===== src/rtl/pipe_hazard_ctrl.sv =====
// Hazard/sequencing controller: 3-slot destination scoreboard, RAW stall, taken-branch squash, perf counters.
// Optional PIPE_FWD_EN adds registered forwarding selects and relaxes stalls to load-use.
module pipe_hazard_ctrl #(
  parameter bit          REGFILE_BYPASS = 1'b0,
  parameter int unsigned CNT_W          = 16
) (
  input  logic             clk,
  input  logic             rst,
  input  logic             id_valid,
  input  logic [4:0]       id_rs1,
  input  logic [4:0]       id_rs2,
  input  logic             id_use_rs2,
  input  logic             id_wen,
  input  logic [4:0]       id_waddr,
  input  logic             id_is_load,
  input  logic             exe_branch_taken,
  output logic             pc_write,
  output logic             ifid_write,
  output logic             ifid_flush,
  output logic             idex_bubble,
`ifdef PIPE_FWD_EN
  output logic [1:0]       fwd_a,
  output logic [1:0]       fwd_b,
`endif
  output logic [CNT_W-1:0] stall_count,
  output logic [CNT_W-1:0] flush_count
);

  localparam int unsigned REG_W = 5;

  typedef struct packed {
    logic             valid;
    logic [REG_W-1:0] waddr;
    logic             is_load;
  } slot_t;

  typedef enum logic [1:0] {RUN, STALL, FLUSH} state_t;

  state_t state_q, state_d;
  slot_t  exe_q, mem_q, wb_q;
  logic   stall_inc, flush_inc;

  // r0 is never a real producer, so a zero destination never matches
  function automatic logic slot_hit(input slot_t s, input logic [REG_W-1:0] r);
    return s.valid && (s.waddr != '0) && (s.waddr == r);
  endfunction

  logic rs1_exe, rs1_mem, rs1_wb, rs2_exe, rs2_mem, rs2_wb;
  logic rs1_stall, rs2_stall, hazard, take;

  assign rs1_exe = slot_hit(exe_q, id_rs1);
  assign rs1_mem = slot_hit(mem_q, id_rs1);
  assign rs1_wb  = slot_hit(wb_q,  id_rs1);
  assign rs2_exe = slot_hit(exe_q, id_rs2);
  assign rs2_mem = slot_hit(mem_q, id_rs2);
  assign rs2_wb  = slot_hit(wb_q,  id_rs2);

`ifdef PIPE_FWD_EN
  // EXE/MEM results are forwarded; only a load still in EXE, or an unbypassed WB write, must wait
  assign rs1_stall = (rs1_exe & exe_q.is_load) | (rs1_wb & ~REGFILE_BYPASS);
  assign rs2_stall = (rs2_exe & exe_q.is_load) | (rs2_wb & ~REGFILE_BYPASS);
`else
  assign rs1_stall = rs1_exe | rs1_mem | (rs1_wb & ~REGFILE_BYPASS);
  assign rs2_stall = rs2_exe | rs2_mem | (rs2_wb & ~REGFILE_BYPASS);
`endif

  assign hazard = id_valid & (rs1_stall | (id_use_rs2 & rs2_stall));
  assign take   = exe_branch_taken & exe_q.valid;

  // Next state and pipeline controls; reset forces a safe frozen/bubbled pipe
  always_comb begin
    state_d     = RUN;
    pc_write    = 1'b1;
    ifid_write  = 1'b1;
    ifid_flush  = 1'b0;
    idex_bubble = 1'b0;
    stall_inc   = 1'b0;
    flush_inc   = 1'b0;
    if (!rst) begin
      pc_write    = 1'b0;
      ifid_write  = 1'b0;
      ifid_flush  = 1'b1;
      idex_bubble = 1'b1;
    end else begin
      unique case (state_q)
        // FLUSH lasts one cycle and evaluates like RUN; STALL re-checks the hazard each cycle
        RUN, STALL, FLUSH: begin
          if (take) begin
            ifid_flush  = 1'b1;
            idex_bubble = 1'b1;
            flush_inc   = 1'b1;
            state_d     = FLUSH;
          end else if (hazard) begin
            pc_write    = 1'b0;
            ifid_write  = 1'b0;
            idex_bubble = 1'b1;
            stall_inc   = 1'b1;
            state_d     = STALL;
          end else begin
            state_d     = RUN;
          end
        end
        default: state_d = RUN;
      endcase
    end
  end

  // State, scoreboard shift and saturating counters
  always_ff @(posedge clk or negedge rst) begin
    if (!rst) begin
      state_q     <= RUN;
      exe_q       <= '0;
      mem_q       <= '0;
      wb_q        <= '0;
      stall_count <= '0;
      flush_count <= '0;
    end else begin
      state_q       <= state_d;
      wb_q          <= mem_q;
      mem_q         <= exe_q;
      exe_q.valid   <= id_valid & id_wen & ~idex_bubble;
      exe_q.waddr   <= id_waddr;
      exe_q.is_load <= id_is_load;
      if (stall_inc && (stall_count != '1)) stall_count <= stall_count + CNT_W'(1);
      if (flush_inc && (flush_count != '1)) flush_count <= flush_count + CNT_W'(1);
    end
  end

`ifdef PIPE_FWD_EN
  // Youngest producer wins: EXE result (01) before MEM result (10)
  function automatic logic [1:0] fwd_sel(input logic in_exe, input logic in_mem);
    return in_exe ? 2'b01 : (in_mem ? 2'b10 : 2'b00);
  endfunction

  always_ff @(posedge clk or negedge rst) begin
    if (!rst) begin
      fwd_a <= 2'b00;
      fwd_b <= 2'b00;
    end else if (idex_bubble) begin
      fwd_a <= 2'b00;
      fwd_b <= 2'b00;
    end else begin
      fwd_a <= fwd_sel(rs1_exe, rs1_mem);
      fwd_b <= id_use_rs2 ? fwd_sel(rs2_exe, rs2_mem) : 2'b00;
    end
  end
`endif

endmodule


===== config.mk =====
export PLATFORM = sky130hd
export DESIGN_NAME = pipe_hazard_ctrl
export DESIGN_NICKNAME = d
export VERILOG_FILES = /design/src/rtl/pipe_hazard_ctrl.sv
export SDC_FILE = /design/constraint.sdc
export NUM_CORES = 1
export LEC_CHECK = 0
export CORE_MARGIN = 2
export CORE_UTILIZATION = 35
export CTS_CLUSTER_SIZE = 8
export DETAILED_ROUTE_END_ITERATION = 8
export PLACE_DENSITY_LB_ADDON = 0.15
export SLEW_MARGIN = 20
export SYNTH_ARGS = -nofsm -noshare
export SYNTH_HDL_FRONTEND = slang
export SYNTH_SLANG_ARGS = --single-unit

===== constraint.sdc =====
create_clock -name clk -period 5.95 [get_ports clk]
set_input_delay 1.19 -clock clk [delete_from_list [all_inputs] [get_ports clk]]
set_output_delay 1.19 -clock clk [all_outputs]
set_load 0.03 [all_outputs]

==> Yosys cells after proc, flatten, opt, wreduce, memory -nomap -nowiden <==
Index checks and enable logic that the tools add are counted.
{ "word_totals": {"reg_bits": 52, "inputBits": 22, "out_inout_bits": 36, "wordCells": 67} }
{ "classes": {"n_addsub": 2, "eq_ne": 10, "muxes": 19, "n_bitwise": 11, "n_reduce_logical": 16} }
{ "ops": {"columns": ["op", "count"], "rows": [
  ["$add 16x1->16 const B", 2],
  ["$ne 16x16->1 const B", 2],
  ["$eq 5x5->1", 6],
  ["$mux 1", 16],
  ["$reduce_bool 5->1", 3],
  ["$logic_and 1x1->1", 11],
  ["$mux 2", 3],
  ["$and 1x1->1", 5],
  ["$or 1x1->1", 5],
  ["$reduce_or 3->1", 1],
  ["$eq 2x1->1 const B", 1],
  ["$eq 2x2->1 const B", 1],
  ["$logic_not 2->1", 1],
  ["$not 1->1", 1]
]} }

==> Longest topological paths before layout <==
Gate-level depths: netlist of the first run.
{ "logic_depth": {"word_depth": 14, "mapped_depth": 8, "mapped_depth_nobuf": 8} }

==> Worst setup path after synthesis of the first run <==
No wires, ideal clock.
{ "synth_timing": {"kind": "input to output", "startpoint": "in id_rs1[3]", "endpoint": "out pc_write", "arrival_ns": 2.461, "t_required_ns": 4.760, "setup_slack_ns": 2.299, "cell_stages": 6, "n_path_buf": 1, "path_cell_list": "xnor2_1 -> nand3_1 -> nor4_1 -> o311ai_2 -> and3_1 -> buf_4"} }
{ "synth_between": {"elab_chain_len": 10, "word_cells_on_any_way": 14, "classes_between": "eq/ne: 3; mux: 4; bitwise: 4; reduce/logical: 3"} }
{ "synth_lines": {"columns": ["item", "line", "text"], "rows": [
  ["from (decl)", "10", "input logic [4:0] id_rs1,"],
  ["$eq 5x5->1", "45", "return s.valid && (s.waddr != '0) && (s.waddr == r);"],
  ["$logic_and 1x1->1", "45", null],
  ["$or 1x1->1", "63", "assign rs1_stall = rs1_exe | rs1_mem | (rs1_wb & ~REGFILE_BYPASS);"],
  ["$or 1x1->1 *", "63", null],
  ["$or 1x1->1 *", "67", "assign hazard = id_valid & (rs1_stall | (id_use_rs2 & rs2_stall));"],
  ["$and 1x1->1 *", "67", null],
  ["$mux 1 * (4 in series)", null, null],
  ["to (decl)", "17", "output logic pc_write,"]
]} }
Every way passes the cells marked *; elsewhere a longest branch is shown, timed or not.

==> Worst setup path in the final report of the first run <==
{ "layout_timing": {"startpoint": "in id_rs1[2]", "endpoint": "out idex_bubble"} }
{ "layout_between": {"elab_chain_len": 10, "word_cells_on_any_way": 14, "classes_between": "eq/ne: 3; mux: 4; bitwise: 4; reduce/logical: 3"} }
{ "layout_lines": {"columns": ["item", "line", "text"], "rows": [
  ["$eq 5x5->1", "45", null],
  ["$logic_and 1x1->1", "45", null],
  ["$or 1x1->1", "63", null],
  ["$or 1x1->1 *", "63", null],
  ["$or 1x1->1 *", "67", null],
  ["$and 1x1->1 *", "67", null],
  ["$mux 1 *", "93", "end else if (hazard) begin"],
  ["$mux 1 *", "88", "if (take) begin"],
  ["$mux 1 *", "85", "unique case (state_q)"],
  ["$mux 1 *", "79", "if (!rst) begin"],
  ["to (decl)", "20", "output logic idex_bubble,"]
]} }
Marks and branches as above.

==> results of run 1 <==
## worst max-delay path: cells and delay by family
kind                   cells  cell delay (ns)
buffers and inverters      2             1.23
AND/OR/NAND/NOR            3             0.74
AO/OA/AOI/OAI              2             0.44
XOR/XNOR                   1             0.14
## how the worst max path moves through the flow
stage                   start          end  slack, ns  depth (start not counted)
floorplan           id_rs1[3]     pc_write       2.30                          6
global placement    id_rs1[0]  idex_bubble       0.97                          8
detailed placement  id_rs1[2]  idex_bubble       1.03                          8
CTS                 id_rs1[2]  idex_bubble       1.00                          8
global route        id_rs2[0]  idex_bubble       0.85                          8
finish              id_rs1[2]  idex_bubble       1.02                          8
## cell usage in the layout (no fill, tap or decap), types with 3 or more instances in the layout
master and count:
sky130_fd_sc_hd__clkdlybuf4s50_1 55, sky130_fd_sc_hd__dfrtp_1 52, sky130_fd_sc_hd__xnor2_1 41, sky130_fd_sc_hd__nand3_1 25, sky130_fd_sc_hd__nand2_1 18, sky130_fd_sc_hd__xor2_1 17
sky130_fd_sc_hd__and3_1 10, sky130_fd_sc_hd__nor2_1 9, sky130_fd_sc_hd__nand4_1 8, sky130_fd_sc_hd__nor3_1 7, sky130_fd_sc_hd__nor4_1 6, sky130_fd_sc_hd__clkbuf_8 6
sky130_fd_sc_hd__or4_1 3, sky130_fd_sc_hd__a21oi_1 3, sky130_fd_sc_hd__o31ai_1 3
## final cells by class
cell class	instances	area, µm²
well taps	96	120.1
clock buffers	8	90.09
inverters	1	3.754
multi-input cells	173	1192
fillers	659	3598
repair buffers	57	563.0
flip-flops and latches	52	1301
## registers in the layout, summed over array words and instances (netlist names)
name	cells
state_q	2
mem_q	6
stall_count	16
wb_q	6
exe_q	6
flush_count	16
## per-layer routing
metal	track usage	up-vias	share of wire
li1	-	928	-
met1	0.2077	918	0.48
met2	0.2252	48	0.46
met3	0.03918	4	0.049
met4	0.03719	0	0.0081
met5	0	-	0
## report_power, final
group          leakage, nW  internal (mW)  switching (mW)
logic                0.593         0.0567          0.0604
registers            0.686          0.370          0.0216
clock network       0.0455         0.0952           0.111
## logic make-up after synthesis
family,count (synthesis)
AND/OR/NAND/NOR,93
XOR/XNOR,58
flip-flops,52
AO/OA/AOI/OAI,17
buffers and inverters,6
multiplexers,3
adder cells (fa/ha/maj),2
## metrics by stage
step | hold WS [ns] | area [µm²] | worst slack, ns
floorplan | 0.3505 | 2521 | 2.299
global placement | 0.3655 | 3181 | 0.9678
detailed placement | 0.3673 | 3181 | 1.029
CTS | 0.3884 | 3271 | 1.005
global route | 0.4064 | 3271 | 0.8525
finish | 0.3866 | 3271 | 1.021
==> impl_summary.txt, run 1 <==
----------------------------------------------------
[Flow run]
  Maximum capacitance violations ... 0

[Route]
  First DRT Iteration DRCs ... 105
  Overall routed net length ... 5.298 mm
  Router iterations before antenna repair ... 4
  Total via count after detailed routing ... 1,898
  Post-route DRC ... 0
  Number of nets with antenna violations after detailed routing ... 0
  Avg WL per Cell ... 13.69 µm
  Post-detailed-route via-to-cell ratio ... 4.904

[Worst setup path]
  Cell count of the worst reg-to-reg path ... 7
  Worst setup SP type ... input port
  Worst flop-to-flop path startpoint ... wb_q[2]$_DFF_PN0_
  Largest driver fanout on the critical path ... 3
  Critical-path cell with the highest stage delay ... sky130_fd_sc_hd__clkdlybuf4s50_1
  Worst Path Required ... 4.76 ns
  Crit path DAT ... 3.74 ns
  Worst setup path class ... input port to output port
  Endpoint of the worst-slack reg-to-reg timing path ... stall_count[1]$_DFFE_PN0P_
  Series of cell instances along the critical path ... clkdlybuf4s50_1 > xnor2_1 > nand3_1 > nor4_1 > nor3_1 > a21boi_0 > a21o_1 > clkdlybuf4s50_1
  Setup crit end kind ... output port
  Largest stage delay, worst path ... 0.66 ns
  Worst-case register-to-register setup slack ... 3.32 ns
  Most numerous cell on the critical path ... sky130_fd_sc_hd__clkdlybuf4s50_1

[Min path]
  Min-Delay Startpoint ... mem_q[6]$_DFF_PN0_
  Worst hold path stage count ... 0
  Class of the most critical hold timing path ... flop to flop
  WHS Endpoint ... wb_q[6]$_DFF_PN0_

[Layout]
  Diode insertion count for antenna repair ... 0
  Final Net Count ... 314
  Non-filler instance count after layout ... 387
  Area grow syn2layout ... 29.73%
  Fin util ... 0.4761
  Fraction of layout cells with a size suffix above 1 ... 0.05498

[Die]
  IO Count ... 58
  Row count ... 30
  Total core area ... 0.006869 mm²
  Area enclosed by the die boundary ... 0.007898 mm²
  Chip Width ... 88.87 µm
  Die Y ... 88.87 µm
  Initial Util ... 0.3670

[Synth]
  Post-synthesis sequential area ratio ... 0.5161
  Most instantiated cells after synthesis ... sky130_fd_sc_hd__dfrtp_1 (52), sky130_fd_sc_hd__xnor2_1 (41), sky130_fd_sc_hd__nand3_1 (25)
  Instance count of the mapped netlist ... 231
  Dominant cells by area after synthesis ... sky130_fd_sc_hd__dfrtp_1 (52%), sky130_fd_sc_hd__xnor2_1 (14%), sky130_fd_sc_hd__xor2_1 (5.9%)
  Compound-Gate Fraction of Synth Area ... 0.05310
  Most frequent cell after synthesis ... sky130_fd_sc_hd__dfrtp_1
  Share of synthesized area spent on multiplexers ... 0.01489
  Avg Synthesized Cell Area ... 10.91 µm²
  Number of enable-type register cells in the synthesized netlist ... 0
  Simple-gate share of the synthesized area ... 0.1935
  Syn Std Cell Area ... 0.002521 mm²
  Arithmetic-cell share of the synthesized area counting full adders, half adders and majority gates ... 0.009926
  Count of yosys warnings during synthesis ... 0
  Async set-reset flop share out of synthesis ... 1.000
  Seq cells post-synth ... 52
  Unique cell type count in the Yosys netlist ... 36
  Synthesized Nets ... 255
  Dominant register cell in the synthesized netlist ... sky130_fd_sc_hd__dfrtp_1
  Post-synthesis xor/xnor area fraction ... 0.2015
  Largest area contributor in the synthesized netlist ... sky130_fd_sc_hd__dfrtp_1
  Area share of the largest cell type after synthesis ... 0.5161
  Combinational family with the most area after synthesis ... XOR/XNOR gates

[Global routing]
  Number of global-route vias before repair ... 1,893
  Antenna violations before repair ... 0
  Leftover overflow at the end of global routing ... 0
  Wire length of the first global-routing pass ... 9.011 mm
  Maximum number of pins on one net before global-route repair ... 62
  GRT Util Overall ... 0.1470

[STA]
  Final critical-path required period ... 4.929 ns
  Final-report setup violation count ... 0
  Part of the cycle the worst path needs ... 0.8285
  Slew Limit Fails ... 0
  RSZ-0062 raised after global routing ... no
  Final hold viol count ... 0
  Worst clock skew on the final layout ... 0.006242 ns
  Pin slew with the least headroom to its limit ... 0.9981 ns
  Worst slew margin ... 0.3261
  Final total negative setup slack ... 0 ns
  Achievable clock frequency ... 202.9 MHz

[Clock tree]
  Post-CTS sizing ... 0
  Clock root buffer ... sky130_fd_sc_hd__clkbuf_8
  Hold buffers post-CTS ... 0
  Num CTS Buffers ... 5
  Clk pin slew, worst setup/hold paths ... 0.09 ns
  Max Root-Sink Buffers ... 2
  Source-to-sink clock delay at the later pin of the worst-skew pair ... 0.30 ns
  CTS tree ... built
  Total number of H-tree levels ... 2
  Number of clock sinks seen by CTS ... 52
  Post-CTS Setup Repair Bufs ... 0

[Placement]
  Cell count after placement ... 379
  Weighted congestion reported at the end of routability-driven placement ... 0.7967
  Placed wire-length estimate after detailed placement ... 3.875 mm
  Number of I/O port buffers ... 56

[Power and ir drop]
  Pwr dens ... 218.6 mW/mm²
  Overall power consumption ... 0.7149 mW
  IR drop worst, VDD ... 124.4 µV
  Static Leak ... 1.324 nW

[Run status]
  Result of the run ... completed

----------------------------------------------------
No activity file was read; power rests on OpenSTA's default activity.
==> inputs of run 2 (changes only) <==
==> constraint.sdc (replaced) <==
create_clock -name clk -period 4.76 [get_ports clk]
set_input_delay 0.952 -clock clk [delete_from_list [all_inputs] [get_ports clk]]
set_output_delay 0.952 -clock clk [all_outputs]
set_load 0.03 [all_outputs]
==> run 2 against run 1 <==
Compared with the run above: non-clock buffer count rose by 1; register-to-register slack got worse by 1.2 ns; via count increased by 1.7%; critical path depth unchanged; clock skew is essentially flat; combinational power is 26% higher; setup slack worse by 0.70 ns; core utilization up 0.11 points.
==> impl_summary.txt, run 2 (synthesis gave the netlist of run 1 again) <==
----------------------------------------------------
[Run status]
  Result of the run ... completed (unchanged)

[Route]
  Overall routed net length ... 5.397 mm (was 5.298 mm)
  Post-route DRC ... 0 (unchanged)
  First DRT Iteration DRCs ... 57 (was 105)
  Router iterations before antenna repair ... 4 (unchanged)
  Post-detailed-route via-to-cell ratio ... 4.974 (was 4.904)
  Avg WL per Cell ... 13.91 µm (was 13.69 µm)
  Number of nets with antenna violations after detailed routing ... 0 (unchanged)
  Total via count after detailed routing ... 1,930 (was 1,898)

[STA]
  Final critical-path required period ... 4.439 ns
  Achievable clock frequency ... 225.3 MHz
  Part of the cycle the worst path needs ... 0.9326
  Pin slew with the least headroom to its limit ... 0.6759 ns (was 0.9981 ns)
  Final hold viol count ... 0 (unchanged)
  Slew Limit Fails ... 0 (unchanged)
  Hold WS ... 0.3865 ns (was 0.3866 ns)
  RSZ-0062 raised after global routing ... no (unchanged)
  Final total negative setup slack ... 0 ns (unchanged)
  Worst clock skew on the final layout ... 0.005861 ns (was 0.006242 ns)
  Worst slew margin ... 0.5423 (was 0.3261)
  Final-report setup violation count ... 0 (unchanged)
  Final worst slack ... 0.3208 ns (was 1.021 ns)

[Placement]
  Worst slack after detailed placement ... 0.2646 ns (was 1.029 ns)
  Placed wire-length estimate after detailed placement ... 3.982 mm (was 3.875 mm)
  Number of I/O port buffers ... 56 (unchanged)
  Weighted congestion reported at the end of routability-driven placement ... 0.8179 (was 0.7967)

[Worst setup path]
  Crit path DAT ... 3.49 ns (was 3.74 ns)
  Worst setup path class ... input port to output port (unchanged)
  Worst setup SP type ... input port (unchanged)
  Worst Path Required ... 3.81 ns (was 4.76 ns)
  Largest driver fanout on the critical path ... 3 (unchanged)
  Setup crit end kind ... output port (unchanged)

[Layout]
  Final Net Count ... 315 (was 314)
  Fraction of layout cells with a size suffix above 1 ... 0.05822 (was 0.05498)
  Diode insertion count for antenna repair ... 0 (unchanged)
  Area grow syn2layout ... 30.02% (was 29.73%)
  Highest-count cells in the layout ignoring fill and taps ... sky130_fd_sc_hd__clkdlybuf4s50_1 (55), sky130_fd_sc_hd__dfrtp_1 (52), sky130_fd_sc_hd__xnor2_1 (41) (unchanged)
  Fin util ... 0.4772 (was 0.4761)
  Registers with the most flip-flops ... flush_count (16), stall_count (16) (unchanged)
  Most common cell after layout, fill and taps aside ... sky130_fd_sc_hd__clkdlybuf4s50_1 (unchanged)

[Clock tree]
  Source-to-sink clock delay at the later pin of the worst-skew pair ... 0.30 ns (about the same)
  CTS tree ... built (unchanged)
  Num CTS Buffers ... 5 (unchanged)
  Max Root-Sink Buffers ... 2 (unchanged)
  Post-CTS sizing ... 0 (unchanged)
  Hold buffers post-CTS ... 0 (unchanged)
  Clk pin slew, worst setup/hold paths ... 0.09 ns (about the same)
  Post-CTS Setup Repair Bufs ... 0 (unchanged)
  Total number of H-tree levels ... 2 (unchanged)
  Number of clock sinks seen by CTS ... 52 (unchanged)
  Clock root buffer ... sky130_fd_sc_hd__clkbuf_8 (unchanged)

[Power and ir drop]
  Pwr dens ... 272.5 mW/mm² (was 218.6 mW/mm²)
  Static Leak ... 1.329 nW (was 1.324 nW)
  IR drop worst, VDD ... 252.4 µV (was 124.4 µV)

[Die]
  Chip Width ... 88.87 µm (unchanged)
  Area enclosed by the die boundary ... 0.007898 mm² (unchanged)
  Row count ... 30 (unchanged)
  Total core area ... 0.006869 mm² (unchanged)
  IO Count ... 58 (unchanged)
  Die Y ... 88.87 µm (unchanged)
  Initial Util ... 0.3670 (unchanged)

[Flow run]
  Maximum capacitance violations ... 0 (unchanged)

[Global routing]
  Wire length of the first global-routing pass ... 9.121 mm (was 9.011 mm)
  Number of global-route vias before repair ... 1,922 (was 1,893)
  Leftover overflow at the end of global routing ... 0 (unchanged)
  Maximum number of pins on one net before global-route repair ... 61 (was 62)
  GRT Util Overall ... 0.1495 (was 0.1470)
  Antenna violations before repair ... 0 (unchanged)

[Min path]
  Class of the most critical hold timing path ... flop to flop (unchanged)

----------------------------------------------------
[run 2: area by class of cell]
type | instances | area (µm²)
Inverter | 1 | 3.754
Multi-Input combinational cell | 173 | 1192
Sequential cell | 52 | 1301
Clock buffer | 8 | 90.09
Fill cell | 677 | 3591
Tap cell | 96 | 120.1
Timing Repair Buffer | 58 | 570.5
[run 2: path summary, 6_finish.rpt]
check                                    from                     endpoint  slack, ns  depth (start not counted)
min reg2reg                mem_q[6]$_DFF_PN0_            wb_q[6]$_DFF_PN0_       0.39                          0
max                                 id_rs2[0]                  idex_bubble       0.32                          8
max reg2reg                 wb_q[2]$_DFF_PN0_   stall_count[1]$_DFFE_PN0P_       2.13                          8
min in group asynchronous                 rst           exe_q[6]$_DFF_PN0_       0.49                          1
max in group asynchronous                 rst  flush_count[14]$_DFFE_PN0P_       3.33                          2
min                        mem_q[6]$_DFF_PN0_            wb_q[6]$_DFF_PN0_       0.39                          0
[run 2: worst max-delay path: stages]
cell	delay (ns)
sky130_fd_sc_hd__clkdlybuf4s50_1	0.57
sky130_fd_sc_hd__xnor2_1	0.16
sky130_fd_sc_hd__nand3_1	0.10
sky130_fd_sc_hd__nor4_1	0.49
sky130_fd_sc_hd__o31ai_1	0.13
sky130_fd_sc_hd__a21boi_0	0.27
sky130_fd_sc_hd__a21o_1	0.16
sky130_fd_sc_hd__clkdlybuf4s50_1	0.66
[run 2: layer usage]
metal  vias to the layer above  global-route usage  share of wire
met5                         -                   0              0
met4                         0             0.04683          0.012
met3                         7             0.03265          0.046
li1                        932                   -              -
met1                       941              0.2117           0.48
met2                        50              0.2293           0.46
[run 2: power by group]
| part | switching [mW] | total, mW | internal (mW) |
|---|---|---|---|
| clock network | 0.138 | 0.257 | 0.119 |
| logic | 0.0759 | 0.147 | 0.0708 |
| registers | 0.0266 | 0.489 | 0.463 |
[run 2: per-stage QoR]
stage | power, mW | area [µm²] | cells
after floorplan | 0.5715 | 2521 | 231
after detailed placement | 0.6467 | 3188 | 380
after global routing | 0.9366 | 3278 | 388
after global placement | 0.6453 | 3188 | 380
after CTS | 0.9069 | 3278 | 388
final | 0.8932 | 3278 | 388
==> inputs of run 3 (changes only) <==
--- a/config.mk
+++ b/config.mk
@@ -9,6 +9,7 @@
 export CORE_UTILIZATION = 35
 export CTS_CLUSTER_SIZE = 8
 export DETAILED_ROUTE_END_ITERATION = 8
+export HOLD_SLACK_MARGIN = 0.05
 export PLACE_DENSITY_LB_ADDON = 0.15
 export SLEW_MARGIN = 20
 export SYNTH_ARGS = -nofsm -noshare
==> results of run 3 <==
The final DEF is identical to that of run 2; final timing and power are the same.
